## src/rtl/frame_config_loader.sv

```systemverilog
// Frame configuration loader: turns a synchronised 32-bit word stream into FrameData plus one-hot FrameStrobe pulses.
// Optional FRAME_CHECKSUM_EN adds a per-packet check word after the last frame of each write packet.
module frame_config_loader #(
    parameter int unsigned FrameBitsPerRow = 32,
    parameter int unsigned MaxFramesPerCol = 20,
    parameter logic [31:0] SyncWord        = 32'hFAB0_FAB1
) (
    input  logic                       CLK,
    input  logic                       resetn,
    input  logic [31:0]                WriteData,
    input  logic                       WriteValid,
    output logic                       WriteReady,
    output logic [FrameBitsPerRow-1:0] FrameData,
    output logic [MaxFramesPerCol-1:0] FrameStrobe,
    output logic                       Busy,
    output logic                       ConfigDone,
    output logic                       Error
);

    typedef enum logic [2:0] {
        SYNC   = 3'd0,
        HEADER = 3'd1,
        DATA   = 3'd2,
        STROBE = 3'd3,
        DONE   = 3'd4
`ifdef FRAME_CHECKSUM_EN
        , CHECK = 3'd5
`endif
    } state_t;

    localparam logic [7:0] CmdWrite = 8'h01;
    localparam logic [7:0] CmdEnd   = 8'h02;

    state_t                     state, state_d;
    logic [15:0]                idx, idx_d;
    logic [15:0]                cnt, cnt_d;
    logic [FrameBitsPerRow-1:0] frame_data, frame_data_d;
    logic [MaxFramesPerCol-1:0] strobe, strobe_d;
    logic [MaxFramesPerCol-1:0] strobe_dec;
    logic                       done_flag, done_d;
    logic                       error_flag, error_d;
    logic                       xfer;
    logic [7:0]                 hdr_cmd;
    logic [7:0]                 hdr_start;
    logic [15:0]                hdr_count;
    logic [16:0]                range_sum;
    logic                       range_ok;
`ifdef FRAME_CHECKSUM_EN
    logic [31:0]                sum, sum_d;
`endif

    assign WriteReady = (state != STROBE);
    assign Busy       = (state != SYNC) && (state != DONE);
    assign FrameData  = frame_data;
    assign FrameStrobe = strobe;
    assign ConfigDone = done_flag;
    assign Error      = error_flag;

    assign xfer      = WriteValid && WriteReady;
    assign hdr_cmd   = WriteData[31:24];
    assign hdr_start = WriteData[23:16];
    assign hdr_count = WriteData[15:0];
    // 17-bit sum so a large count can never wrap past the column size
    assign range_sum = {9'd0, hdr_start} + {1'b0, hdr_count};
    assign range_ok  = (range_sum <= 17'(MaxFramesPerCol));

    always_comb begin
        strobe_dec = '0;
        for (int i = 0; i < int'(MaxFramesPerCol); i++) begin
            strobe_dec[i] = (idx == 16'(i));
        end
    end

    always_comb begin
        state_d      = state;
        idx_d        = idx;
        cnt_d        = cnt;
        frame_data_d = frame_data;
        strobe_d     = '0;
        done_d       = done_flag;
        error_d      = error_flag;
`ifdef FRAME_CHECKSUM_EN
        sum_d        = sum;
`endif
        case (state)
            SYNC: begin
                if (xfer && WriteData == SyncWord) state_d = HEADER;
            end
            HEADER: begin
                if (xfer) begin
                    if (hdr_cmd == CmdWrite && hdr_count == 16'd0) begin
`ifdef FRAME_CHECKSUM_EN
                        sum_d   = '0;
                        state_d = CHECK;
`else
                        state_d = HEADER;
`endif
                    end else if (hdr_cmd == CmdWrite && range_ok) begin
                        idx_d   = {8'd0, hdr_start};
                        cnt_d   = hdr_count;
`ifdef FRAME_CHECKSUM_EN
                        sum_d   = '0;
`endif
                        state_d = DATA;
                    end else if (hdr_cmd == CmdEnd) begin
                        done_d  = 1'b1;
                        state_d = DONE;
                    end else begin
                        error_d = 1'b1;
                        state_d = SYNC;
                    end
                end
            end
            DATA: begin
                if (xfer) begin
                    frame_data_d = FrameBitsPerRow'(WriteData);
                    cnt_d        = cnt - 16'd1;
                    strobe_d     = strobe_dec;
`ifdef FRAME_CHECKSUM_EN
                    sum_d        = sum + WriteData;
`endif
                    state_d      = STROBE;
                end
            end
            STROBE: begin
                idx_d = idx + 16'd1;
                if (cnt == 16'd0) begin
`ifdef FRAME_CHECKSUM_EN
                    state_d = CHECK;
`else
                    state_d = HEADER;
`endif
                end else begin
                    state_d = DATA;
                end
            end
`ifdef FRAME_CHECKSUM_EN
            CHECK: begin
                if (xfer) begin
                    if (sum + WriteData == 32'd0) begin
                        state_d = HEADER;
                    end else begin
                        error_d = 1'b1;
                        state_d = SYNC;
                    end
                end
            end
`endif
            DONE: begin
                state_d = DONE;
            end
            default: begin
                state_d = SYNC;
            end
        endcase
    end

    // Strobe is registered so the latches see a clean single-cycle pulse
    always_ff @(posedge CLK or negedge resetn) begin
        if (!resetn) begin
            state      <= SYNC;
            idx        <= '0;
            cnt        <= '0;
            frame_data <= '0;
            strobe     <= '0;
            done_flag  <= 1'b0;
            error_flag <= 1'b0;
`ifdef FRAME_CHECKSUM_EN
            sum        <= '0;
`endif
        end else begin
            state      <= state_d;
            idx        <= idx_d;
            cnt        <= cnt_d;
            frame_data <= frame_data_d;
            strobe     <= strobe_d;
            done_flag  <= done_d;
            error_flag <= error_d;
`ifdef FRAME_CHECKSUM_EN
            sum        <= sum_d;
`endif
        end
    end

endmodule

```

## config.mk

```make
export PLATFORM = sky130hd
export DESIGN_NAME = frame_config_loader
export DESIGN_NICKNAME = d
export VERILOG_FILES = /design/src/rtl/frame_config_loader.sv
export SDC_FILE = /design/constraint.sdc
export NUM_CORES = 1
export LEC_CHECK = 0
export ABC_AREA = 0
export BUFFER_PORTS_ARGS = -buffer_cell sky130_fd_sc_hd__buf_2
export CAP_MARGIN = 20
export CORE_MARGIN = 5
export CORE_UTILIZATION = 40
export CTS_CLUSTER_DIAMETER = 200
export DETAILED_ROUTE_END_ITERATION = 8
export GPL_ROUTABILITY_DRIVEN = 0
export PLACE_DENSITY = 0.68
export SYNTH_ARGS = -nofsm -noshare
export SYNTH_HDL_FRONTEND = slang
export SYNTH_SLANG_ARGS = --single-unit
```

## constraint.sdc

```tcl
create_clock -name CLK -period 4.4 [get_ports CLK]
set_input_delay 0.66 -clock CLK [delete_from_list [all_inputs] [get_ports CLK]]
set_output_delay 0.66 -clock CLK [all_outputs]
set_load 0.01 [all_outputs]
```

==> reports/qor.txt <==
SETUP PATH
----------------------------------------------------------------------------------
Arr. time, crit path                                                       3.96 ns
Family of cells with the greatest summed delay on the critical path   compound AO/OA/AOI/OAI gates
Type of element capturing the critical path                              flip-flop
Delay of the slowest cell on the worst path                                0.48 ns
Worst-path cell chain                                                 buf_2, ha_1, fa_1, o21ai_0, a21oi_1, a211oi_1, o2111ai_1, a2111oi_4, a31oi_2, nor4_2, mux2i_1
Startpoint types                                                        input port
Crit Path Class                                                          in -> reg
Data required time of the critical path                                    4.66 ns
Critical path's slowest cell                                          sky130_fd_sc_hd__fa_1
Maximum net fanout on the critical path                                         17
Worst path bufs/invs                                                             1
Worst reg2reg setup slack                                                  1.67 ns

SYNTH
----------------------------------------------------------------------------------
Synthesized area divided by synthesized cell count                       10.0 um^2
Synthesized netlist cell count                                                 479
Post-synth top area cell                                              sky130_fd_sc_hd__dfrtp_1
Share of async-settable or async-resettable flops after synthesis             100%
Top cells by count, synth                                             sky130_fd_sc_hd__dfrtp_1 (89), sky130_fd_sc_hd__a21oi_1 (36), sky130_fd_sc_hd__nor2_1 (35)
Largest cells by area after synthesis                                 sky130_fd_sc_hd__dfrtp_1 (46%), sky130_fd_sc_hd__mux2_2 (7.5%), sky130_fd_sc_hd__a21oi_1 (3.7%), sky130_fd_sc_hd__ha_1 (3.4%), sky130_fd_sc_hd__and2_1 (2.9%)
Post-synth design cell area                                           0.00481 mm^2
Sequential element share of the synthesized area                             46.3%
Most common cell in the synthesized netlist                           sky130_fd_sc_hd__dfrtp_1
Yosys cell types                                                                59
Number of enable flip-flop cells after synthesis                                 0
Dominant register cell in the synthesized netlist                     sky130_fd_sc_hd__dfrtp_1
Synth top area share                                                         46.3%
Register bit count reported by yosys                                            89
YS warnings                                                                      0
Syn_nets                                                                       528

POWER
----------------------------------------------------------------------------------
Internal power                                                           0.00132 W
Power after layout                                                       0.00176 W
P_leak                                                                     2.84 nW
Part of the power in combinational logic                                      9.2%
Sw frac                                                                      24.9%
VDD IR-drop max                                                             314 uV
Proportion of power drawn by flip-flops and latches                          47.0%
Switching power of the nets                                             0.000438 W
Share of total power in the clock network                                    43.8%
Power Dens Cells                                                       311 mW/mm^2

TIMING
----------------------------------------------------------------------------------
Hold slack                                                                0.384 ns
Post-route setup TNS                                                          0 ns
Final Max Tran Viols                                                             0
Normalized max-slew margin                                                   33.7%
Final worst slack                                                         0.707 ns
Setup clock skew after layout                                           0.00893 ns
Period utilisation layout                                                    83.9%
Count of endpoints failing hold in the final timing report                       0
Period minus WS final                                                      3.69 ns
F_max                                                                      271 MHz
# setup viols final                                                              0
RSZ-0062 raised after global routing                                            no
Transition time at the pin with the least slew margin                     0.995 ns

GRT
----------------------------------------------------------------------------------
Final global-route overflow total                                                0
Number of global-route vias before repair                                     4017
Number of antenna violations at the first check in global routing                0
Maximum number of pins on one net before global-route repair                    62
First-pass GRT wire length                                                21200 um
GRT Resource Usage Total                                                     18.4%

DRT
----------------------------------------------------------------------------------
DRT antenna net count                                                            0
Starting DRT DRC Count                                                         336
Wire length reported by the detailed router                               12700 um
DRC violations left                                                              0
Number of optimization iterations in the first detailed-route pass               5
Routed vias/inst                                                              5.74
Number of vias in the routed layout                                           4086
Mean routed wirelength per cell                                            17.9 um

PLACEMENT
----------------------------------------------------------------------------------
Sum of net half-perimeters after detailed placement                        9120 um
Pre-CTS setup slack                                                       0.481 ns
Number of port buffers                                                          90

FINISH
----------------------------------------------------------------------------------
Core occupancy in the finished layout                                        47.6%
Final nets                                                                     610
Layout overhead on the synthesized area                                      18.0%
Antenna diode count                                                              0
Ratio of cells with drive above 1 in the final layout                        27.4%

CLOCK NETWORK
----------------------------------------------------------------------------------
Post-CTS Resized                                                                 0
TritonCTS clock tree                                                         built
Register clock-pin slew on the reported worst setup and hold paths         0.06 ns
Root Buffer Master                                                    sky130_fd_sc_hd__clkbuf_16
Number of hold buffers added after cts                                           0
Postcts setup bufs                                                               0
Worst-case clock buffer depth                                                    2
Inserted Clock Buffers                                                           9
CTS HTree Levels                                                                 3
TritonCTS sink count                                                            89
Skew-Pair Late Insertion Delay                                             0.35 ns

DIE
----------------------------------------------------------------------------------
Die area                                                               0.0143 mm^2
Standard-cell rows                                                              40
Initial core utilization                                                     40.3%
Placeable core region                                                  0.0119 mm^2
Count of boundary I/O pins                                                      91
Die span in x                                                               120 um
Die Height                                                                  120 um

FLOW RUN
----------------------------------------------------------------------------------
Max_cap viols                                                                    0

STATUS
----------------------------------------------------------------------------------
Status                                                                finished clean

MIN PATH
----------------------------------------------------------------------------------
Worst hold-check path type                                             in -> async

[registers in the layout, indices dropped and copies added (netlist names)]
register	count
FrameStrobe	20
idx	16
FrameData	32
Error	1
ConfigDone	1
cnt	16
state	3
[final cells by class]
cell class / count / area [um^2]
multi-input combinational: 351 / 2420
fill: 1115 / 6240
clock buffer: 10 / 229
timing repair buffer: 94 / 483
clock inverter: 5 / 63.8
sequential: 89 / 2230
inverter: 16 / 60.1
tap: 147 / 184
[cells in the final DEF, fill, tap and decap left out, types with 5 or more instances in the layout]
master                      Yosys  final
sky130_fd_sc_hd__mux2i_1        7      7
sky130_fd_sc_hd__mux2_2        32     32
sky130_fd_sc_hd__nand4_1        5      5
sky130_fd_sc_hd__o21bai_1       5      5
sky130_fd_sc_hd__a21oi_1       36     36
sky130_fd_sc_hd__dfrtp_1       89     89
sky130_fd_sc_hd__buf_2          4     89
sky130_fd_sc_hd__buf_4          0      5
sky130_fd_sc_hd__o22a_1         7      7
sky130_fd_sc_hd__clkbuf_16      0      9
sky130_fd_sc_hd__nor3_1        16     16
sky130_fd_sc_hd__and2_1        22     22
sky130_fd_sc_hd__nand2_1       25     24
sky130_fd_sc_hd__nor4_1        14     14
sky130_fd_sc_hd__o211ai_1       7      7
sky130_fd_sc_hd__o2bb2ai_1      6      6
sky130_fd_sc_hd__inv_1         15     15
sky130_fd_sc_hd__o22ai_1        5      5
sky130_fd_sc_hd__ha_1          13     13
sky130_fd_sc_hd__and3_1         8      8
sky130_fd_sc_hd__o21ai_0       14     14
sky130_fd_sc_hd__nand2b_1      12     12
sky130_fd_sc_hd__nor2_1        35     35
sky130_fd_sc_hd__nand3_1       18     18
sky130_fd_sc_hd__a31oi_1        9      9
[logic make-up after synthesis]
group	after synthesis	share of synthesized area [%]
fa+ha+maj	14	3.80
compound gates	115	16.3
xor+xnor	5	0.911
mux	39	8.96
buf+inv	39	3.31
simple gates	178	20.4
flops	89	46.3
[final timing paths]
kind	startpoint	end	cells after the start
max	WriteData[0]	idx[15]	11
min	resetn	FrameStrobe[19]	1
max reg2reg	cnt[3]	state[1]	7
min reg2reg	Error	Error	1
max in group asynchronous	resetn	cnt[10]	2
min in group CLK	Error	Error	1
[worst register-to-register path: stages, from the launching register on]
cell	delay, ns
sky130_fd_sc_hd__dfrtp_1	0.44
sky130_fd_sc_hd__or4_4	0.60
sky130_fd_sc_hd__nor3_2	0.24
sky130_fd_sc_hd__or3b_2	0.49
sky130_fd_sc_hd__nor3_2	0.29
sky130_fd_sc_hd__and4b_1	0.29
sky130_fd_sc_hd__or4_1	0.12
sky130_fd_sc_hd__o211ai_1	0.09
[metal layers]
layer	vias up	part of all wire, %	GRT usage, %
met5	-	0	0
met1	1981	44	24.9
li1	1927	-	-
met3	15	7.0	4.52
met2	163	47	29.4
met4	0	1.4	5.44
[per-stage QoR]
| stage | instances | area, um^2 |
|---|---|---|
| after CTS | 712 | 5670 |
| after global routing | 712 | 5670 |
| after detailed placement | 697 | 5380 |
| final | 712 | 5670 |
| after floorplan | 479 | 4810 |
| after global placement | 697 | 5380 |
[power groups by stage]
stage	Combinational [W]	Clock, W	Sequential [W]
after global routing	0.000181	0.000826	0.000828
after floorplan	0.0000885	0	0.000843
after global placement	0.000156	0	0.000843
after detailed placement	0.000162	0	0.000843
after CTS	0.000162	0.000788	0.000828
final	0.000163	0.000772	0.000828
No activity file was read; power rests on OpenSTA's default activity.
